--- config.mk ---
export PLATFORM = sky130hd
export DESIGN_NAME = filter_sched_ctrl
export DESIGN_NICKNAME = d
export VERILOG_FILES = /design/src/rtl/filter_sched_pkg.sv /design/src/rtl/key_debounce.sv /design/src/rtl/filter_sched_ctrl.sv
export SDC_FILE = /design/constraint.sdc
export NUM_CORES = 1
export LEC_CHECK = 0
export CAP_MARGIN = 40
export CORE_MARGIN = 2
export CORE_UTILIZATION = 62
export DETAILED_ROUTE_END_ITERATION = 7
export PLACE_DENSITY = 0.92
export SYNTH_ARGS = -nofsm -noshare
export SYNTH_HDL_FRONTEND = slang
export SYNTH_SLANG_ARGS = --single-unit
--- constraint.sdc ---
create_clock -name clk_clk -period 3.6 [get_ports clk_clk]
set_input_delay 0.54 -clock clk_clk [delete_from_list [all_inputs] [get_ports clk_clk]]
set_output_delay 0.54 -clock clk_clk [all_outputs]
set_load 0.01 [all_outputs]
--- src/rtl/filter_sched_pkg.sv ---
// filter_sched_pkg: shared types and constants for the filter scheduler
package filter_sched_pkg;
  typedef enum logic {ST_STABLE, ST_PENDING} state_t;
  localparam int FILTER_W = 2;
  localparam logic MODE_AUTO = 1'b0;
  localparam logic MODE_MANUAL = 1'b1;
  localparam logic [FILTER_W-1:0] FREQ_QUIET = 2'd0;
  localparam logic [FILTER_W-1:0] FREQ_LOW = 2'd1;
  localparam logic [FILTER_W-1:0] FREQ_MID = 2'd2;
  localparam logic [FILTER_W-1:0] FREQ_HIGH = 2'd3;
endpackage

--- src/rtl/key_debounce.sv ---
// key_debounce: 2-FF synchroniser, stability filter and press pulse for an active-low key
module key_debounce #(
  parameter int DEBOUNCE_CYCLES = 500000
) (
  input  logic clk,
  input  logic rst,
  input  logic key_n,
  output logic press
);
  localparam int CW = $clog2(DEBOUNCE_CYCLES + 1);
  logic s1, s2, level, level_d;
  logic [CW-1:0] cnt;
  always_ff @(posedge clk) begin
    if (rst) begin
      s1 <= 1'b1;
      s2 <= 1'b1;
      level <= 1'b1;
      level_d <= 1'b1;
      cnt <= '0;
    end else begin
      s1 <= key_n;
      s2 <= s1;
      level_d <= level;
      cnt <= (s2 == level) ? '0 : (cnt == CW'(DEBOUNCE_CYCLES) ? cnt : cnt + 1'b1);
      if (s2 != level && cnt == CW'(DEBOUNCE_CYCLES - 1)) level <= s2;
    end
  end
  assign press = level_d & ~level;
endmodule

--- src/rtl/filter_sched_ctrl.sv ---
// filter_sched_ctrl: frame-aligned, hysteresis-filtered selection of the active video filter
module filter_sched_ctrl
  import filter_sched_pkg::*;
#(
  parameter int HOLD_FRAMES = 4,
  parameter int DEBOUNCE_CYCLES = 500000,
  parameter int NUM_FILTERS = 4
) (
  input  logic                clk_clk,
  input  logic                reset_reset,
  input  logic [FILTER_W-1:0] freq_flag,
  input  logic                mode_sw,
  input  logic                key_next_n,
  input  logic                vga_VS,
  output logic [FILTER_W-1:0] filter_num,
  output logic                filter_changed,
  output logic                pending
);
  localparam int CW = $clog2(HOLD_FRAMES + 1);
  state_t state, state_nx;
  logic vs1, vs2, vs3, frame_tick, press, mode_d, manual, mode_rise;
  logic diff, same_cand, last, commit, load, adv;
  logic [FILTER_W-1:0] man_sel, cand, target;
  logic [CW-1:0] frame_cnt;
  key_debounce #(.DEBOUNCE_CYCLES(DEBOUNCE_CYCLES)) u_key (
    .clk(clk_clk),
    .rst(reset_reset),
    .key_n(key_next_n),
    .press(press)
  );
  assign manual = mode_sw == MODE_MANUAL;
  assign frame_tick = vs3 & ~vs2;
  assign mode_rise = manual & ~mode_d;
  assign target = manual ? (mode_rise ? filter_num : man_sel)
                : (int'(freq_flag) >= NUM_FILTERS ? FILTER_W'(NUM_FILTERS - 1) : freq_flag);
  assign diff = target != filter_num;
  assign same_cand = target == cand;
  assign last = int'(frame_cnt) >= (manual ? 1 : HOLD_FRAMES) - 1;
  assign commit = state == ST_PENDING && diff && same_cand && frame_tick && last;
  assign adv = state == ST_PENDING && diff && same_cand && frame_tick && !last;
  assign load = diff && (state == ST_STABLE || !same_cand);
  always_ff @(posedge clk_clk) begin
    if (reset_reset) state <= ST_STABLE;
    else state <= state_nx;
  end
  always_comb begin
    state_nx = (state == ST_STABLE) ? (diff ? ST_PENDING : ST_STABLE)
             : ((!diff || commit) ? ST_STABLE : ST_PENDING);
  end
  always_comb begin
    pending = state == ST_PENDING;
  end
  always_ff @(posedge clk_clk) begin
    if (reset_reset) begin
      vs1 <= 1'b1;
      vs2 <= 1'b1;
      vs3 <= 1'b1;
      mode_d <= MODE_AUTO;
      man_sel <= '0;
      cand <= '0;
      frame_cnt <= '0;
      filter_num <= '0;
      filter_changed <= 1'b0;
    end else begin
      vs1 <= vga_VS;
      vs2 <= vs1;
      vs3 <= vs2;
      mode_d <= mode_sw;
      filter_changed <= commit;
      if (commit) filter_num <= cand;
      if (mode_rise) man_sel <= filter_num;
      else if (press && manual) man_sel <= (man_sel == FILTER_W'(NUM_FILTERS - 1)) ? '0 : man_sel + 1'b1;
      if (load) begin
        cand <= target;
        frame_cnt <= '0;
      end else if (adv) frame_cnt <= frame_cnt + 1'b1;
      else if (commit) frame_cnt <= '0;
    end
  end
endmodule

==> results of run 1 <==
-- stage by stage --
stage                     total power (W)  std cells  utilization [%]  cell area, sq um
after CTS                       0.0007235        245            72.29              2011
after floorplan                 0.0004754        201                -              1824
after global placement          0.0004892        237            70.00              1947
after detailed placement        0.0004936        237            70.00              1947
final                           0.0007218        245            72.29              2011
after global routing            0.0007464        245            72.29              2011
-- kinds of logic after synthesis --
group	Yosys count	synth area share, %
mux	9	4.938
simple gates	94	27.09
xor+xnor	22	10.56
flops	38	41.70
fa+ha+maj	6	4.115
buf+inv	13	2.744
compound gates	19	8.849
-- cell type report --
class | instances | share of cell area [%]
inverters | 7 | 1.307
well taps | 31 | 1.929
flip-flops and latches | 38 | 37.83
repair buffers | 11 | 5.352
clock inverters | 2 | 0.6223
multi-input cells | 150 | 50.40
clock buffers | 6 | 2.551
-- power by group through the flow --
stage               sequential [W]  combinational (W)  clock [W]
CTS                       0.000432          0.0000526   0.000239
floorplan                 0.000441          0.0000348          0
global route              0.000433          0.0000586   0.000255
detailed placement        0.000442          0.0000521          0
global placement          0.000441          0.0000482          0
finish                    0.000432          0.0000529   0.000237
-- final timing paths --
| kind | start | to | slack [ns] |
|---|---|---|---|
| max | mode_sw | frame_cnt[0]$_SDFFE_PP0P_ | 0.95 |
| min reg2reg | u_key.s1$_SDFF_PP1_ | u_key.s2$_SDFF_PP1_ | 0.43 |
| max reg2reg | mode_d$_SDFF_PP0_ | filter_num[1]$_SDFFE_PP0P_ | 1.45 |
| min | u_key.s1$_SDFF_PP1_ | u_key.s2$_SDFF_PP1_ | 0.43 |
-- metal layers --
layer / share of wire (%) / track usage (%) / up-vias
met4: 1.4 / 10.30 / 0
met2: 51 / 39.12 / 35
li1: - / - / 717
met1: 44 / 27.85 / 684
met3: 4.3 / 6.250 / 7
met5: 0 / 0 / -
-- flip-flops by register name (all words and copies together) (netlist names), 2 cells and up --
signal and flops:
frame_cnt 3, man_sel 2, filter_num 2, u_key.cnt 19
cand 2
-- critical path: stages --
cell and delay (ns):
sky130_fd_sc_hd__clkdlybuf4s50_1 0.70, sky130_fd_sc_hd__inv_1 0.20, sky130_fd_sc_hd__ha_1 0.32, sky130_fd_sc_hd__nand2b_1 0.15, sky130_fd_sc_hd__a211o_1 0.32, sky130_fd_sc_hd__or4_1 0.46
sky130_fd_sc_hd__nor2_1 0.10, sky130_fd_sc_hd__a221o_1 0.15
-- Yosys cell counts, drive strengths merged (5+ instances only) --
| master | instances |
|---|---|
| clkbuf | 5 |
| dfxtp | 38 |
| ha | 6 |
| inv | 7 |
| mux2i | 9 |
| nand2 | 17 |
| nand2b | 6 |
| nand3 | 9 |
| nor2 | 29 |
| nor3 | 5 |
| or2 | 6 |
| xnor2 | 7 |
| xor2 | 15 |
==> results.toml, run 1 <==
[clocking]
cts.htree.levels = 2
cts-root-buf = "sky130_fd_sc_hd__clkbuf_4"
clock_tree_buffer_depth = 2
path_clk_slew_ns = 0.12
cts_resized = 0
clk-insertion-delay-late_ns = 0.35
cts_inserted_buffers = 5
cts_hold_buf = 0
cts_sinks = 38
setup_fix_buffers_added_after_clock_tree_synthesis = 0
tritoncts_clock_tree = "done"

[layout]
total_of_fill_cells_in_the_finished_design = 192
mostFrequentLayoutCell = "sky130_fd_sc_hd__dfxtp_1"
drive_gt1_share_pct = 8.411
storage_element_area_sq_um = 760.7
num-nets-final = 226
antenna_cells_inserted = 0
multi_input_area_sq_um = 1013
layout-area-overhead-vs-synth_pct = 10.22
layout_common_cells = "38 x sky130_fd_sc_hd__dfxtp_1, 29 x sky130_fd_sc_hd__nor2_1, 17 x sky130_fd_sc_hd__nand2_1"

[yosys]
ys_seq_elements = 38
synthCells = 201
proportion_of_synthesized_chip_area_in_sequential_cells_pct = 41.70
synth.top_cells.by_area = "sky130_fd_sc_hd__dfxtp_1 42%, sky130_fd_sc_hd__xor2_1 7.2%, sky130_fd_sc_hd__nor2_1 6.0%, sky130_fd_sc_hd__mux2i_1 4.9%, sky130_fd_sc_hd__ha_1 4.1%"
yosysWarnings = 0
yosys_most_used_dff = "sky130_fd_sc_hd__dfxtp_1"
synth.distinct_cells = 36
postSynthNetCount = 214
async_set_or_reset_flop_fraction_in_the_synthesized_netlist_pct = 0
synth.avg_cell_area_sq_um = 9.076
synthesis.area_sq_um = 1824
yosysTopAreaCellShare_pct = 41.70
netlist.top_cell.by_area = "sky130_fd_sc_hd__dfxtp_1"
synth_edf_count = 0

[pwr]
leakagePower_nw = 0.7214
switching_component_of_the_power_w = 0.0001774
vdd_drop_max_mv = 0.3578
intPower_w = 0.0005444
cellPowerDensity_nw_per_um2 = 359.0
pwr-share-clk_pct = 32.8
pwr-share-seq_pct = 59.9
logic_pwr_share_pct = 7.3
power.switching_fraction_pct = 24.57

[placement]
gp_congestion = 0.8222
dp_slack_ns = 0.6217
post_dp_hpwl_microns = 2549
port_buffers = 10

[global_route]
gr-usage-all-layers_pct = 23.28
maximum_number_of_pins_on_one_net_before_global_route_repair = 20
wire_length_of_the_first_global_routing_pass_microns = 5947
antenna_found_initial = 0
number_of_global_route_vias_before_repair = 1369
grt-ovfl-total = 0

[die]
die_w_microns = 58.25
placementRows = 19
io_pins = 11
die_h_microns = 58.25
initial_utilization_pct = 65.59
core_area_sq_um = 2781
die_area_sq_um = 3392

[sta]
layout_worst_path_cycle_share_pct = 73.75
report.final.setup_viol = 0
tightestPinTransition_ns = 0.6204
timing.final.max_slew_violations = 0
worst_hold_slack_ns = 0.4262
skew_ns = 0.009789
total_neg_setup_slack_ns = 0
achievable-frequency_ghz = 0.3767
rsz0062_at_grt = "no"
final.min_clock_period_ns = 2.655
hold_viol = 0
fin_ws_ns = 0.9451
max-slew-margin-rel_pct = 58.54

[routing]
route.antenna.remaining_nets = 0
drt-wirelength-per-cell_microns = 14.35
dr.pass1.iters = 4
dr.first_iter.drc_count = 60
route.detailed.drc = 0
route.final.wire_length_microns = 3516
routed-via-count = 1443
avgViaCountPerCell = 5.890

[setup_path]
required_ns = 3.89
start_kind = "primary input"
ff2ff_path_depth = 5
worst-path-max-fanout = 12
criticalPathCategory = "primary input to flop"
critical_path.endpoint_type = "flop"
worst_ep_arrival_time_ns = 2.95

[hold_path]
worstHoldPathType = "flop to flop"
hold_depth = 1

[job]
cap_viol_max_count = 0

[outcome]
status = "finished, final reports clean"
Power figures use the tool's default switching activity.
==> run 2, diff against run 1 <==
--- a/config.mk
+++ b/config.mk
@@ -7,9 +7,9 @@
 export LEC_CHECK = 0
 export CAP_MARGIN = 40
 export CORE_MARGIN = 2
-export CORE_UTILIZATION = 62
+export CORE_UTILIZATION = 58
 export DETAILED_ROUTE_END_ITERATION = 7
-export PLACE_DENSITY = 0.92
+export PLACE_DENSITY = 0.87
 export SYNTH_ARGS = -nofsm -noshare
 export SYNTH_HDL_FRONTEND = slang
 export SYNTH_SLANG_ARGS = --single-unit
==> constraint.sdc (replaced) <==
create_clock -name clk_clk -period 2.57 [get_ports clk_clk]
set_input_delay 0.3855 -clock clk_clk [delete_from_list [all_inputs] [get_ports clk_clk]]
set_output_delay 0.3855 -clock clk_clk [all_outputs]
set_load 0.01 [all_outputs]
==> run 2 against run 1 <==
Effect of this change:
- worst setup slack worse by 0.50 ns
- register-to-register slack worse by 0.88 ns
- power grew 67%
- wire length fell by 7.8%
- sequential share of layout area is 1.9 points lower
- die area is 6.4% higher
- critical path type unchanged
- largest power group unchanged
==> results.toml, run 2 (synthesized netlist as in run 1, its figures left out) <==
[routing]
dr.first_iter.drc_count = 96
drt-wirelength-per-cell_microns = 12.28
avgViaCountPerCell = 5.265
met2RoutedLength_microns = 1477
route.layer.met1.wl_microns = 1579
top_layer_used = "met4"
wl_met3_microns = 128
route.final.wire_length_microns = 3242
routed-via-count = 1390
route.antenna.remaining_nets = 0
route.detailed.drc = 0
dr.pass1.iters = 4

[clocking]
cts_sinks = 38
cts.htree.levels = 2
cts_inserted_buffers = 5
cts_hold_buf = 0
tritoncts_clock_tree = "done"
clock_tree_buffer_depth = 2
cts_resized = 0
path_clk_slew_ns = 0.11
clk-insertion-delay-late_ns = 0.34
cts-root-buf = "sky130_fd_sc_hd__clkbuf_4"
setup_fix_buffers_added_after_clock_tree_synthesis = 0

[global_route]
maximum_number_of_pins_on_one_net_before_global_route_repair = 20
grt-ovfl-total = 0
number_of_global_route_vias_before_repair = 1299
antenna_found_initial = 0
wire_length_of_the_first_global_routing_pass_microns = 5451
gr-usage-all-layers_pct = 20.21

[die]
die_area_sq_um = 3610
io_pins = 11
placementRows = 20
die_w_microns = 60.08
initial_utilization_pct = 60.25
core_area_sq_um = 3028
die_h_microns = 60.08

[pwr]
pwr-share-clk_pct = 43.4
leakagePower_nw = 0.7747
intPower_w = 0.0009669
cellPowerDensity_nw_per_um2 = 570.1
vdd_drop_max_mv = 0.3854
pwr-share-seq_pct = 50.1
power.switching_fraction_pct = 19.98
switching_component_of_the_power_w = 0.0002415
logic_pwr_share_pct = 6.6

[layout]
largest_register_ff_count = 19
layout-area-overhead-vs-synth_pct = 16.19
registers.top_by_ff_count = "u_key.cnt"
layout_common_cells = "38 x sky130_fd_sc_hd__dfxtp_1, 29 x sky130_fd_sc_hd__nor2_1, 17 x sky130_fd_sc_hd__nand2_1"
num-nets-final = 232
mostFrequentLayoutCell = "sky130_fd_sc_hd__dfxtp_1"
drive_gt1_share_pct = 10.91
antenna_cells_inserted = 0
largest_registers = "u_key.cnt (19), frame_cnt (3)"
postLayoutCellArea_sq_um = 2120

[sta]
hold_viol = 0
total_neg_setup_slack_ns = 0
final.min_clock_period_ns = 2.124
achievable-frequency_ghz = 0.4707
timing.final.max_slew_violations = 0
rsz0062_at_grt = "no"
layout_worst_path_cycle_share_pct = 82.66
tightestPinTransition_ns = 0.5974
skew_ns = 0.005765
max-slew-margin-rel_pct = 60.08
report.final.setup_viol = 0

[setup_path]
worst_ep_arrival_time_ns = 2.42
worst-path-max-fanout = 2
max_stage_delay_ns = 0.48
criticalPathCategory = "primary input to flop"
critical-path-slowest-cell = "sky130_fd_sc_hd__or4_1"
critical_path.endpoint_type = "flop"
crit_path_cell_trace = "clkdlybuf4s50_1 > inv_1 > ha_1 > nand2b_1 > a211o_1 > or4_1 > nor2_1 > a221o_1"
start_kind = "primary input"
required_ns = 2.87

[outcome]
status = "finished, final reports clean"

[placement]
port_buffers = 10
placed_cell_area_sq_um = 2008
gp_congestion = 0.8423
post_dp_hpwl_microns = 2234

[job]
cap_viol_max_count = 0

[hold_path]
worstHoldPathType = "flop to flop"
-- run 2: cell count changes in the layout (fill, tap and decap cells not counted) --
cell / delta
sky130_fd_sc_hd__bufinv_16: +2
sky130_fd_sc_hd__clkinvlp_4: -1
sky130_fd_sc_hd__buf_4: +6
sky130_fd_sc_hd__clkinv_2: -1
-- run 2: path summary, 6_finish.rpt --
| check | startpoint | to | slack [ns] | cells past startpoint |
|---|---|---|---|---|
| worst min register to register | vs1$_SDFF_PP1_ | vs2$_SDFF_PP1_ | 0.42 | 1 |
| worst min-delay path | vs1$_SDFF_PP1_ | vs2$_SDFF_PP1_ | 0.42 | 1 |
| worst max register to register | frame_cnt[0]$_SDFFE_PP0P_ | frame_cnt[0]$_SDFFE_PP0P_ | 0.57 | 7 |
| worst max-delay path | mode_sw | frame_cnt[0]$_SDFFE_PP0P_ | 0.45 | 8 |
-- run 2: through the flow --
step,setup WS (ns),utilization [%],instances,total power (W),hold WS [ns]
2_1_floorplan,0.4802,-,201,0.0006659,0.3895
3_3_place_gp,0.1966,66.32,256,0.0006955,0.3908
3_5_place_dp,0.1457,66.32,256,0.0006971,0.3938
4_1_cts,0.4554,70.00,264,0.001215,0.4194
5_1_grt,0.3730,70.00,264,0.001249,0.4297
6_report,0.4457,70.00,264,0.001208,0.4202
-- run 2: worst max-delay path: cells and delay by family --
kind	cells	cell delay (ns)
simple gates	3	0.78
fa+ha+maj	1	0.28
compound gates	2	0.45
buf+inv	2	0.53
-- run 2: per-layer routing --
metal | up-vias | track usage, %
li1 | 727 | -
met4 | 0 | 7.619
met3 | 7 | 5.844
met5 | - | 0
met1 | 630 | 24.97
met2 | 26 | 33.07
-- run 2: power groups by stage --
| stage | logic [W] | clock network, W | registers, W |
|---|---|---|---|
| after floorplan | 0.0000488 | 0 | 0.000617 |
| after global placement | 0.0000772 | 0 | 0.000618 |
| after detailed placement | 0.0000788 | 0 | 0.000618 |
| after CTS | 0.0000799 | 0.000530 | 0.000605 |
| after global routing | 0.0000889 | 0.000554 | 0.000606 |
| final | 0.0000795 | 0.000524 | 0.000605 |
-- run 2: layout make-up --
cell class	instances	area, sq um
Fill cell	244	908.4
Timing Repair Buffer	17	152.6
Tap cell	44	55.05
Multi-Input combinational cell	150	1013
Inverter	7	26.28
Clock inverter	2	60.06
Sequential cell	38	760.7
Clock buffer	6	51.30
==> run 3, diff against run 2 <==
==> constraint.sdc (replaced) <==
create_clock -name clk_clk -period 2.11 [get_ports clk_clk]
set_input_delay 0.3165 -clock clk_clk [delete_from_list [all_inputs] [get_ports clk_clk]]
set_output_delay 0.3165 -clock clk_clk [all_outputs]
set_load 0.01 [all_outputs]
==> run 3 against run 2 <==
Effect of this change:
- largest power group unchanged
- power rose by 21%
- wire length increased by 2.1%
- combinational power increased by 27%
==> results.toml, run 3 (synthesized netlist as in run 1, its figures left out) <==
[layout]
num-nets-final = 236
largest_register_ff_count = 19
layout_common_cells = "38 x sky130_fd_sc_hd__dfxtp_1, 29 x sky130_fd_sc_hd__nor2_1, 17 x sky130_fd_sc_hd__nand2_1"
mostFrequentLayoutCell = "sky130_fd_sc_hd__dfxtp_1"
layoutNonFillerInstCount = 268
antenna_cells_inserted = 0
total_of_fill_cells_in_the_finished_design = 228
registers.top_by_ff_count = "u_key.cnt"
layout-area-overhead-vs-synth_pct = 17.56
drive_gt1_share_pct = 12.50
largest_registers = "u_key.cnt (19), frame_cnt (3)"

[setup_path]
crit_start = "mode_sw"
end_of_the_worst_register_to_register_path = "filter_num[0]$_SDFFE_PP0P_"
worst_ep_arrival_time_ns = 2.27
required_ns = 2.42
criticalPathCategory = "primary input to flop"
ff2ff_path_depth = 5
worst-r2r-setup-slack_ns = 0.15
worstReg2RegStart = "mode_d$_SDFF_PP0_"
start_kind = "primary input"
critical_path.endpoint_type = "flop"
worst-path-max-fanout = 2
worst_setup_path_endpoint = "frame_cnt[0]$_SDFFE_PP0P_"

[hold_path]
hold_depth = 1
worstHoldPathType = "flop to flop"

[die]
io_pins = 11
die_h_microns = 60.08
die_w_microns = 60.08
die_area_sq_um = 3610
core_area_sq_um = 3028
placementRows = 20
initial_utilization_pct = 60.25

[sta]
final.min_clock_period_ns = 1.966
max-slew-margin-rel_pct = 70.20
achievable-frequency_ghz = 0.5085
timing.final.max_slew_violations = 0
rsz0062_at_grt = "no"
tightestPinTransition_ns = 0.4436
layout_worst_path_cycle_share_pct = 93.20
worst_hold_slack_ns = 0.4255
skew_ns = 0.01720
hold_viol = 0
report.final.setup_viol = 0

[outcome]
status = "finished, final reports clean"

[routing]
dr.first_iter.drc_count = 66
route.detailed.drc = 0
route.final.wire_length_microns = 3311
avgViaCountPerCell = 5.381
dr.pass1.iters = 4
routed-via-count = 1442
drt-wirelength-per-cell_microns = 12.35
route.antenna.remaining_nets = 0

[clocking]
cts_resized = 0
cts.htree.levels = 2
cts_sinks = 38
tritoncts_clock_tree = "done"
setup_fix_buffers_added_after_clock_tree_synthesis = 0
clock_tree_buffer_depth = 2
path_clk_slew_ns = 0.12
cts_hold_buf = 0
clk-insertion-delay-late_ns = 0.36
cts-root-buf = "sky130_fd_sc_hd__clkbuf_4"
cts_inserted_buffers = 5

[global_route]
antenna_found_initial = 0
maximum_number_of_pins_on_one_net_before_global_route_repair = 14
number_of_global_route_vias_before_repair = 1354
gr-usage-all-layers_pct = 21.11
wire_length_of_the_first_global_routing_pass_microns = 5609
grt-ovfl-total = 0

[pwr]
leakagePower_nw = 0.7916
vdd_drop_max_mv = 0.5624
total_power_w = 0.001458
cellPowerDensity_nw_per_um2 = 679.6

[placement]
post_dp_hpwl_microns = 2397
gp_congestion = 0.8306
port_buffers = 10
post_place_cells = 260

[job]
cap_viol_max_count = 0
-- run 3: cell count changes in the layout (fill, tap and decap cells not counted), sizes merged --
cell and delta:
buf +4, clkinv +1, clkbuf -1
-- run 3: metal layers --
| metal | wire length (microns) | global-route usage [%] | vias to the layer above |
|---|---|---|---|
| li1 | - | - | 744 |
| met1 | 1515 | 23.67 | 661 |
| met2 | 1555 | 34.63 | 29 |
| met3 | 166 | 8.009 | 8 |
| met4 | 74 | 10.79 | 0 |
| met5 | 0 | 0 | - |
-- run 3: stage by stage --
step	worst slack, ns	instance area (sq um)	TNS (ns)	utilization (%)
3_5_place_dp	-0.2412	2038	-1.056	67.31
4_1_cts	0.1435	2145	0	70.83
2_1_floorplan	0.08915	1824	0	-
5_1_grt	0.01204	2145	0	70.83
6_report	0.1435	2145	0	70.83
3_3_place_gp	-0.1943	2038	-0.7706	67.31
-- run 3: worst max-delay path, stage by stage --
cell	delay, ns
sky130_fd_sc_hd__clkdlybuf4s50_1	0.47
sky130_fd_sc_hd__inv_1	0.06
sky130_fd_sc_hd__ha_1	0.27
sky130_fd_sc_hd__nand2b_1	0.15
sky130_fd_sc_hd__a211o_1	0.31
sky130_fd_sc_hd__or4_1	0.47
sky130_fd_sc_hd__nor2_1	0.10
sky130_fd_sc_hd__a221o_1	0.13
-- run 3: layout make-up --
cell class / count / area [sq um] / area share, %
Clock buffer: 5 / 37.54 / 1.750
Clock inverter: 3 / 68.82 / 3.209
Inverter: 7 / 26.28 / 1.225
Multi-Input combinational cell: 150 / 1013 / 47.26
Sequential cell: 38 / 760.7 / 35.47
Tap cell: 44 / 55.05 / 2.567
Timing Repair Buffer: 21 / 182.7 / 8.518
-- run 3: where the power goes --
| part | internal (W) | switching, W | leakage [nW] |
|---|---|---|---|
| combinational | 0.0000501 | 0.0000511 | 0.428 |
| clock | 0.000370 | 0.000249 | 0.0554 |
| sequential | 0.000728 | 0.00000869 | 0.308 |
| total | 0.00115 | 0.000309 | 0.792 |
-- run 3: worst min-delay path by stage --
stage | startpoint | end
floorplan | u_key.s1$_SDFF_PP1_ | u_key.s2$_SDFF_PP1_
global placement | u_key.s1$_SDFF_PP1_ | u_key.s2$_SDFF_PP1_
detailed placement | u_key.s1$_SDFF_PP1_ | u_key.s2$_SDFF_PP1_
CTS | u_key.s1$_SDFF_PP1_ | u_key.s2$_SDFF_PP1_
global route | vs1$_SDFF_PP1_ | vs2$_SDFF_PP1_
finish | u_key.s1$_SDFF_PP1_ | u_key.s2$_SDFF_PP1_
